--- src/rtl/bus_pkg.sv ---
// -----------------------------------------------------------------------------
// bus_pkg
// Shared definitions for the register-file bus sequencer:
//   - FSM state encoding (IDLE, DRIVE, LATCH, DONE)
//   - onehot(): index -> one-hot select vector
// No ports (package).
// -----------------------------------------------------------------------------
package bus_pkg;

  localparam logic [1:0] ST_IDLE  = 2'd0;
  localparam logic [1:0] ST_DRIVE = 2'd1;
  localparam logic [1:0] ST_LATCH = 2'd2;
  localparam logic [1:0] ST_DONE  = 2'd3;

  // Widest select vector onehot() can produce; callers cast down to NREG bits.
  localparam int ONEHOT_MAX = 64;

  // Indices at or beyond ONEHOT_MAX yield all zeros.
  function automatic logic [ONEHOT_MAX-1:0] onehot(input int unsigned idx);
    return ONEHOT_MAX'(1) << idx;
  endfunction

endpackage

--- src/rtl/idx_decoder.sv ---
// -----------------------------------------------------------------------------
// idx_decoder
// Decodes a register index into a one-hot select line, gated by an enable.
// Ports:
//   i_idx     in   IDXW  register index
//   i_en      in   1     1 = drive the decoded line, 0 = all lines low
//   o_onehot  out  NREG  one-hot (or zero) select vector
// -----------------------------------------------------------------------------
module idx_decoder #(
  parameter int IDXW = 3,
  parameter int NREG = 8
) (
  input  logic [IDXW-1:0] i_idx,
  input  logic            i_en,
  output logic [NREG-1:0] o_onehot
);
  import bus_pkg::*;

  assign o_onehot = i_en ? NREG'(onehot(32'(i_idx))) : '0;

endmodule

--- src/rtl/bus_transfer_ctrl.sv ---
// -----------------------------------------------------------------------------
// bus_transfer_ctrl
// Sequencer for the shared tri-state register bus. Accepts a transfer request,
// enables the source register onto the bus for SETTLE cycles plus one latch
// cycle, samples the bus, optionally strobes the destination register's set
// line during the latch cycle, then reports the sampled value.
// Ports:
//   clk        in   1      rising-edge clock
//   rst_n      in   1      asynchronous active-low reset
//   req_valid  in   1      transfer request present
//   req_ready  out  1      idle / finishing, can accept a request
//   req_src    in   IDXW   source register index
//   req_dst    in   IDXW   destination register index
//   req_wr     in   1      1 = copy src->dst, 0 = read src only
//   bus_in     in   WIDTH  shared bus as seen by this block
//   en_out     out  NREG   one-hot source output enables
//   set_out    out  NREG   one-hot destination set strobes
//   rd_data    out  WIDTH  last value sampled from the bus
//   rd_valid   out  1      one-cycle pulse, rd_data updated
//   err        out  1      one-cycle pulse, request rejected
// -----------------------------------------------------------------------------
module bus_transfer_ctrl
  import bus_pkg::*;
#(
  parameter int WIDTH  = 16,
  parameter int NREG   = 8,
  parameter int IDXW   = 3,
  parameter int SETTLE = 1
) (
  input  logic             clk,
  input  logic             rst_n,
  input  logic             req_valid,
  output logic             req_ready,
  input  logic [IDXW-1:0]  req_src,
  input  logic [IDXW-1:0]  req_dst,
  input  logic             req_wr,
  input  logic [WIDTH-1:0] bus_in,
  output logic [NREG-1:0]  en_out,
  output logic [NREG-1:0]  set_out,
  output logic [WIDTH-1:0] rd_data,
  output logic             rd_valid,
  output logic             err
);

  localparam logic [3:0] SETTLE_LOAD = 4'(SETTLE - 1);

  logic [1:0]       r_state;
  logic [3:0]       r_cnt;
  logic [IDXW-1:0]  r_src;
  logic [IDXW-1:0]  r_dst;
  logic             r_wr;
  logic [WIDTH-1:0] r_rd_data;
  logic             r_err;

  logic w_accept;
  logic w_reject;
  logic w_en_active;
  logic w_set_active;

  // DONE also accepts so a request held high chains with no idle bubble.
  assign req_ready = (r_state == ST_IDLE) || (r_state == ST_DONE);
  assign w_accept  = req_valid && req_ready;
  assign w_reject  = (32'(req_src) >= NREG) ||
                     (req_wr && ((32'(req_dst) >= NREG) || (req_src == req_dst)));

  always_ff @(posedge clk or negedge rst_n) begin
    if (!rst_n) begin
      r_state   <= ST_IDLE;
      r_cnt     <= '0;
      r_src     <= '0;
      r_dst     <= '0;
      r_wr      <= 1'b0;
      r_rd_data <= '0;
      r_err     <= 1'b0;
    end else begin
      // NOTE: non-blocking assignments so every register samples pre-edge
      // values regardless of statement order.
      r_err <= 1'b0;
      case (r_state)
        ST_IDLE, ST_DONE: begin
          if (w_accept && w_reject) begin
            r_err   <= 1'b1;
            r_state <= ST_IDLE;
          end else if (w_accept) begin
            r_src   <= req_src;
            r_dst   <= req_dst;
            r_wr    <= req_wr;
            r_cnt   <= SETTLE_LOAD;
            r_state <= ST_DRIVE;
          end else begin
            r_state <= ST_IDLE;
          end
        end
        ST_DRIVE: begin
          if (r_cnt == '0) r_state <= ST_LATCH;
          else             r_cnt   <= r_cnt - 4'd1;
        end
        ST_LATCH: begin
          r_rd_data <= bus_in;
          r_state   <= ST_DONE;
        end
        default: r_state <= ST_IDLE;
      endcase
    end
  end

  // Strobes are decoded from the state register rather than registered
  // themselves, so an asynchronous reset drops them at once.
  assign w_en_active  = (r_state == ST_DRIVE) || (r_state == ST_LATCH);
  assign w_set_active = (r_state == ST_LATCH) && r_wr;

  idx_decoder #(.IDXW(IDXW), .NREG(NREG)) u_en_dec (
    .i_idx    (r_src),
    .i_en     (w_en_active),
    .o_onehot (en_out)
  );

  idx_decoder #(.IDXW(IDXW), .NREG(NREG)) u_set_dec (
    .i_idx    (r_dst),
    .i_en     (w_set_active),
    .o_onehot (set_out)
  );

  assign rd_data  = r_rd_data;
  assign rd_valid = (r_state == ST_DONE);
  assign err      = r_err;

endmodule
--- config.mk ---
export PLATFORM = sky130hd
export DESIGN_NAME = bus_transfer_ctrl
export DESIGN_NICKNAME = d
export VERILOG_FILES = /design/src/rtl/bus_pkg.sv /design/src/rtl/idx_decoder.sv /design/src/rtl/bus_transfer_ctrl.sv
export SDC_FILE = /design/constraint.sdc
export NUM_CORES = 1
export LEC_CHECK = 0
export CORE_ASPECT_RATIO = 0.75
export CORE_UTILIZATION = 40
export CTS_CLUSTER_DIAMETER = 120
export CTS_CLUSTER_SIZE = 28
export DETAILED_ROUTE_END_ITERATION = 10
export GPL_TIMING_DRIVEN = 0
export PLACE_DENSITY = 0.82
export SYNTH_ARGS = -nofsm -noshare
export SYNTH_HDL_FRONTEND = slang
export SYNTH_HIERARCHICAL = 1
export SYNTH_SLANG_ARGS = --single-unit
--- constraint.sdc ---
create_clock -name clk -period 3.7 [get_ports clk]
set_input_delay 0.925 -clock clk [delete_from_list [all_inputs] [get_ports clk]]
set_output_delay 0.925 -clock clk [all_outputs]
set_load 0.1 [all_outputs]
==> impl_metrics.py, run 1 <==
metrics = {
    "global_routing": {
        "global_route.usage.met1_pct": 21.0,
        "grt_first_pass_wirelength_um": 5100,
        "grt_max_degree": 31,
        "grt_use_total_pct": 17.8,
        "busiest_layer": "met2",
        "grt_antenna_before_repair": 0,
        "gr_util_met2_pct": 28.8,
        "global_route.overflow_total": 0,
        "grt.met3_usage_pct": 7.61,
        "via_count_of_the_first_global_routing_pass": 1083,
    },
    "run": {
        "max_cap_violations": 0,
    },
    "sta": {
        "tns_ps": 0,
        "final-max-slew-violation-count": 0,
        "fin_hold_ws_ps": 507,
        "fmax_mhz": 280,
        "layout_worst_path_cycle_share_pct": 96.6,
        "worst_clock_skew_ps": 5.25,
        "maxSlewHeadroom_pct": 34.0,
        "min_period_ps": 3570,
        "setup_viol_count_final": 0,
        "hold_viol_final": 0,
        "worst_pin_slew_ps": 986,
    },
    "synth": {
        "synth_nets": 141,
        "avgSynthCellArea_um2": 13.5,
        "dominantRegCellSynth": "sky130_fd_sc_hd__dfrtp_1",
        "yosysUniqueCellTypes": 27,
        "synth.top_cells.by_area": "sky130_fd_sc_hd__dfrtp_1 50%, sky130_fd_sc_hd__mux2_2 17%, sky130_fd_sc_hd__and4bb_1 3.4%, sky130_fd_sc_hd__ha_1 3.4%, sky130_fd_sc_hd__and4b_2 3.0%",
        "yosys_register_bits": 30,
        "synth_largest_type_area_fraction_pct": 50.3,
        "synth_sequential_area_ratio_pct": 50.3,
        "synth-edff-count": 0,
        "yosys.cell_count.top_type": "sky130_fd_sc_hd__dfrtp_1",
        "synth_cell_count_leaders": "30 x sky130_fd_sc_hd__dfrtp_1, 22 x sky130_fd_sc_hd__mux2_2, 8 x sky130_fd_sc_hd__inv_1",
        "yosysTopAreaCell": "sky130_fd_sc_hd__dfrtp_1",
        "syn-cell-area_um2": 1490,
        "synthesis.instances": 111,
        "async_reset_ff_share_pct": 100,
        "yosysWarnings": 6,
    },
    "layout": {
        "multi_input_comb_area_um2": 721,
        "finalNetCount": 208,
        "post_route_cells_drive_above_1_share_pct": 30.2,
        "fin_area_um2": 2260,
        "antennaDiodeCount": 0,
        "synthToLayoutAreaGrowth_pct": 51.3,
        "area.sequential_um2": 751,
        "fillCellCount": 251,
    },
    "worst_setup_path": {
        "critical_path_class": "register to primary output",
        "worst_setup_path_start_kind": "register",
        "critical_path.reg2reg.endpoint": "r_dst[0]",
        "worst_r2r_path_depth": 5,
        "critical_path_end_type": "primary output",
        "required_time_of_the_worst_setup_path_ps": 2770,
        "setup.reg_to_reg.worst_slack_ps": 1900,
        "reg_to_reg_startpoint": "r_state[0]",
        "crit_path_max_fanout": 9,
        "critPathArrivalTime_ps": 2650,
    },
    "place": {
        "port-buffer-count": 60,
        "place_hpwl_um": 2390,
        "placement.cell_area_um2": 2170,
        "finalWeightedCongestion": 0.762,
    },
    "routing": {
        "routed_wirelength_um": 3210,
        "drt-pass1-iter-count": 4,
        "wl_per_cell_um": 14.0,
        "remaining_drc_errors": 0,
        "ant_nets": 0,
        "detail_route.vias_per_cell": 4.84,
        "detailroute.via_count": 1108,
        "drt_iter0_markers": 40,
    },
    "clock_network": {
        "clock_sink_count": 30,
        "clk_latency_ps": 270,
        "clock_tree_from_tritoncts": "yes",
        "cts_buffer_depth": 2,
        "cts-buffers-inserted": 5,
        "h-tree-depth": 2,
        "clock_tree.root_cell": "sky130_fd_sc_hd__clkbuf_8",
        "cts.clk_slew.worst_paths_ps": 60,
        "postCtsHoldBufs": 0,
        "post-cts-setup-buffer-count": 0,
    },
    "die": {
        "design.core.area_um2": 3420,
        "chipWidth_um": 72.6,
        "floorplan.io_pins": 61,
        "chipHeight_um": 54.9,
        "initial_core_util_pct": 43.6,
        "floorplan.die_area_um2": 3990,
        "placement_rows": 18,
    },
    "min_path": {
        "worst_hold_path_type": "register to register",
        "number_of_stages_on_the_worst_hold_path": 1,
        "holdCritStartpoint": "rd_data[12]",
        "hold-path-endpoint": "rd_data[12]",
    },
    "outcome": {
        "run_status": "completed",
    },
}
==> state kept, by name, indices dropped and copies added, names as in the netlist <==
name / count
r_src: 3
r_dst: 3
rd_data: 16
err: 1
r_wr: 1
r_cnt: 4
r_state: 2
==> logic make-up (layout without fill, tap and decap cells) <==
kind of cell	after synthesis	in the layout	synth area share, %
AND/OR/NAND/NOR	31	31	18.9
adder cells (fa/ha/maj)	4	4	3.35
AO/OA/AOI/OAI	5	5	2.60
XOR/XNOR	5	5	2.93
flip-flops	30	30	50.3
multiplexers	26	26	19.3
buffers and inverters	10	78	2.68
==> per-stage QoR <==
step | std cells | setup slack, ps | util (%)
floorplan | 111 | 301 | -
CTS | 229 | 0.168 | 66.4
detailed placement | 221 | -25.5 | 63.5
global route | 229 | -0.794 | 66.0
finish | 229 | 125 | 66.0
global placement | 221 | 40.9 | 63.5
==> per-layer routing <==
layer  wire length (um)  up-vias  part of all wire (%)
met5                  0        -                     0
met4                 34        0                   1.1
met3                235        5                   7.3
met2               1560       28                    49
met1               1380      532                    43
li1                   -      543                     -
==> worst max-delay path: stages (launching register included) <==
cell and delay, ps:
sky130_fd_sc_hd__dfrtp_1 390, sky130_fd_sc_hd__inv_1 60, sky130_fd_sc_hd__ha_1 350, sky130_fd_sc_hd__inv_1 190, sky130_fd_sc_hd__and4b_2 240, sky130_fd_sc_hd__clkdlybuf4s50_1 1130
==> layout make-up <==
cell class	count	area share, %
flip-flops and latches	30	33.2
multi-input cells	71	31.9
repair buffers	60	26.3
clock buffers	7	3.82
well taps	50	2.77
inverters	8	1.33
plain buffers	2	0.443
clock inverters	1	0.221
==> worst max path at each step <==
stage | from | end | slack (ps) | depth (start not counted)
5_1_grt | r_state[0] | en_out[6] | -0.8 | 5
4_1_cts | r_state[0] | set_out[5] | 0.2 | 7
3_5_place_dp | r_state[0] | set_out[0] | -30 | 7
2_1_floorplan | r_state[0] | en_out[0] | 300 | 4
6_report | r_state[0] | en_out[6] | 130 | 5
3_3_place_gp | r_state[0] | set_out[0] | 40 | 7
==> repair_timing <==
item / CTS / global route
resized for setup: 21 / 6
hold endpoints to repair: 0 / 0
endpoints found under the setup margin: 8 / 6
==> layout by cell type, fill, tap and decap left out, drive strengths merged <==
cell            n
clkdlybuf4s15   5
nand2           5
mux2           22
o22a            2
and4bb          6
mux2i           4
dlymetal6s2s    3
nor4b           3
clkdlybuf4s50  48
ha              4
buf             3
nor3b           1
and4b           6
nor3            1
a21oi           1
dfrtp          30
nor2            2
xor2            4
and2            1
xnor2           1
clkinv          1
nand3           1
and4            2
inv             8
nand2b          2
o21ai           1
nor4            1
clkbuf         10
a221o           1
Power of run 1 is not shown: default switching activity piles up to over one toggle a cycle in this logic, so the estimate is an artifact.
==> run 2, diff against run 1 <==
--- a/config.mk
+++ b/config.mk
@@ -12,6 +12,7 @@
 export DETAILED_ROUTE_END_ITERATION = 10
 export GPL_TIMING_DRIVEN = 0
 export PLACE_DENSITY = 0.82
+export SLEW_MARGIN = 30
 export SYNTH_ARGS = -nofsm -noshare
 export SYNTH_HDL_FRONTEND = slang
 export SYNTH_HIERARCHICAL = 1
==> run 2 against run 1 <==
Compared with the run above: global-route usage is 1.0 points higher; fmax hardly changed; largest cell class unchanged; via count is 0.27% lower; critical endpoint is now en_out[2]; cell area hardly changed; first-iteration DRC count is 5.0% lower; routed wire length is 1.7% higher; clock skew is 1.6 ps lower; flip-flop and latch count stayed put.
==> impl_metrics.py, run 2 (synthesis gave the netlist of run 1 again) <==
metrics = {
    "run": {
        "max_cap_violations": 0,
    },
    "clock_network": {
        "post-cts-setup-buffer-count": 0,
        "cts-buffers-inserted": 5,
        "clock_tree.root_cell": "sky130_fd_sc_hd__clkbuf_8",
        "clock_tree_from_tritoncts": "yes",
        "cts_buffer_depth": 2,
        "clock_sink_count": 30,
        "h-tree-depth": 2,
        "cts.clk_slew.worst_paths_ps": 60,
        "postCtsHoldBufs": 0,
        "clk_latency_ps": 280,
        "post_cts_resized": 19,
    },
    "global_routing": {
        "grt_first_pass_wirelength_um": 5290,
        "global_route.overflow_total": 0,
        "grt_use_total_pct": 18.8,
        "grt_antenna_before_repair": 0,
        "via_count_of_the_first_global_routing_pass": 1086,
        "grt_max_degree": 31,
    },
    "sta": {
        "worst_clock_skew_ps": 3.67,
        "final-max-slew-violation-count": 0,
        "layout_worst_path_cycle_share_pct": 96.6,
        "maxSlewHeadroom_pct": 34.2,
        "fmax_mhz": 280,
        "tns_ps": 0,
        "min_period_ps": 3570,
        "setup_viol_count_final": 0,
        "rsz_0062_raised_after_global_routing": "no",
        "hold_viol_final": 0,
        "worst_pin_slew_ps": 984,
    },
    "routing": {
        "routed_wirelength_um": 3260,
        "detail_route.vias_per_cell": 4.83,
        "drt-pass1-iter-count": 4,
        "remaining_drc_errors": 0,
        "drt_iter0_markers": 38,
        "detailroute.via_count": 1105,
        "ant_nets": 0,
        "wl_per_cell_um": 14.2,
    },
    "worst_setup_path": {
        "critical_path_class": "register to primary output",
        "critical_path.reg2reg.endpoint": "r_dst[0]",
        "worst_setup_path_start_kind": "register",
        "required_time_of_the_worst_setup_path_ps": 2770,
        "worst_r2r_path_depth": 5,
        "setup.reg_to_reg.worst_slack_ps": 1890,
        "critPathArrivalTime_ps": 2650,
        "crit_path_max_fanout": 9,
        "critical_path_end_type": "primary output",
        "reg_to_reg_startpoint": "r_state[0]",
    },
    "layout": {
        "finalNetCount": 208,
        "antennaDiodeCount": 0,
        "fin_area_um2": 2260,
        "mostFrequentLayoutCell": "sky130_fd_sc_hd__clkdlybuf4s50_1",
        "highest_count_cells_in_the_layout_ignoring_fill_and_taps": "45 x sky130_fd_sc_hd__clkdlybuf4s50_1, 30 x sky130_fd_sc_hd__dfrtp_1, 22 x sky130_fd_sc_hd__mux2_2, 8 x sky130_fd_sc_hd__inv_1",
        "fillCellCount": 258,
        "post_route_cells_drive_above_1_share_pct": 30.2,
        "synthToLayoutAreaGrowth_pct": 51.3,
        "largest_register_ffs": 16,
    },
    "die": {
        "design.core.area_um2": 3420,
        "initial_core_util_pct": 43.6,
        "floorplan.io_pins": 61,
        "placement_rows": 18,
        "chipHeight_um": 54.9,
        "chipWidth_um": 72.6,
        "floorplan.die_area_um2": 3990,
    },
    "min_path": {
        "worst_hold_path_type": "register to register",
        "number_of_stages_on_the_worst_hold_path": 1,
        "holdCritStartpoint": "rd_data[12]",
        "hold-path-endpoint": "rd_data[12]",
    },
    "place": {
        "placement.cell_area_um2": 2170,
        "place_hpwl_um": 2380,
        "port-buffer-count": 60,
        "finalWeightedCongestion": 0.762,
    },
    "outcome": {
        "run_status": "completed",
    },
}
## run 2: cell types whose count changed in the layout (fill, tap and decap cells not counted)
| cell | before | now |
|---|---|---|
| sky130_fd_sc_hd__dlymetal6s2s_1 | 3 | 6 |
| sky130_fd_sc_hd__clkdlybuf4s50_1 | 48 | 45 |
| sky130_fd_sc_hd__clkbuf_2 | 3 | 4 |
| sky130_fd_sc_hd__clkdlybuf4s15_2 | 5 | 4 |
## run 2: per-layer routing
metal | routed length (um) | share of wire [%] | GRT usage (%)
met4 | 43 | 1.3 | 9.80
met1 | 1420 | 44 | 22.2
met2 | 1590 | 49 | 30.4
met5 | 0 | 0 | 0
met3 | 205 | 6.3 | 7.25
## run 2: critical path, cell delays in order (launching register included)
cell and delay, ps:
sky130_fd_sc_hd__dfrtp_1 390, sky130_fd_sc_hd__inv_1 60, sky130_fd_sc_hd__ha_1 360, sky130_fd_sc_hd__inv_1 200, sky130_fd_sc_hd__and4bb_1 220, sky130_fd_sc_hd__clkdlybuf4s50_1 1130
## run 2: metrics by stage
step | instances | utilization [%] | setup slack [ps] | hold WS [ps]
2_1_floorplan | 111 | - | 301 | 452
3_3_place_gp | 221 | 63.5 | 40.9 | 468
3_5_place_dp | 221 | 63.4 | -19.1 | 496
4_1_cts | 229 | 66.2 | 0.193 | 510
5_1_grt | 229 | 66.0 | 9.31 | 524
6_report | 229 | 66.0 | 127 | 506
## run 2: cell type report
class                      instances  area [um2]  share of cell area, %
buffer                             2        10.0                  0.443
clock buffer                       7        86.3                   3.82
clock inverter                     1        5.00                  0.221
inverter                           8        30.0                   1.33
multi-input combinational         71         721                   31.9
sequential                        30         751                   33.2
tap                               50        62.6                   2.77
timing repair buffer              60         596                   26.3
## run 2: worst max-delay path by stage
stage | end | start | depth (start not counted)
after floorplan | en_out[0] | r_state[0] | 4
after global placement | set_out[0] | r_state[0] | 7
after detailed placement | set_out[0] | r_state[0] | 7
after CTS | set_out[4] | r_state[0] | 7
after global routing | en_out[2] | r_state[0] | 5
final | en_out[2] | r_state[0] | 5
Power of run 2 is left out for the same reason.
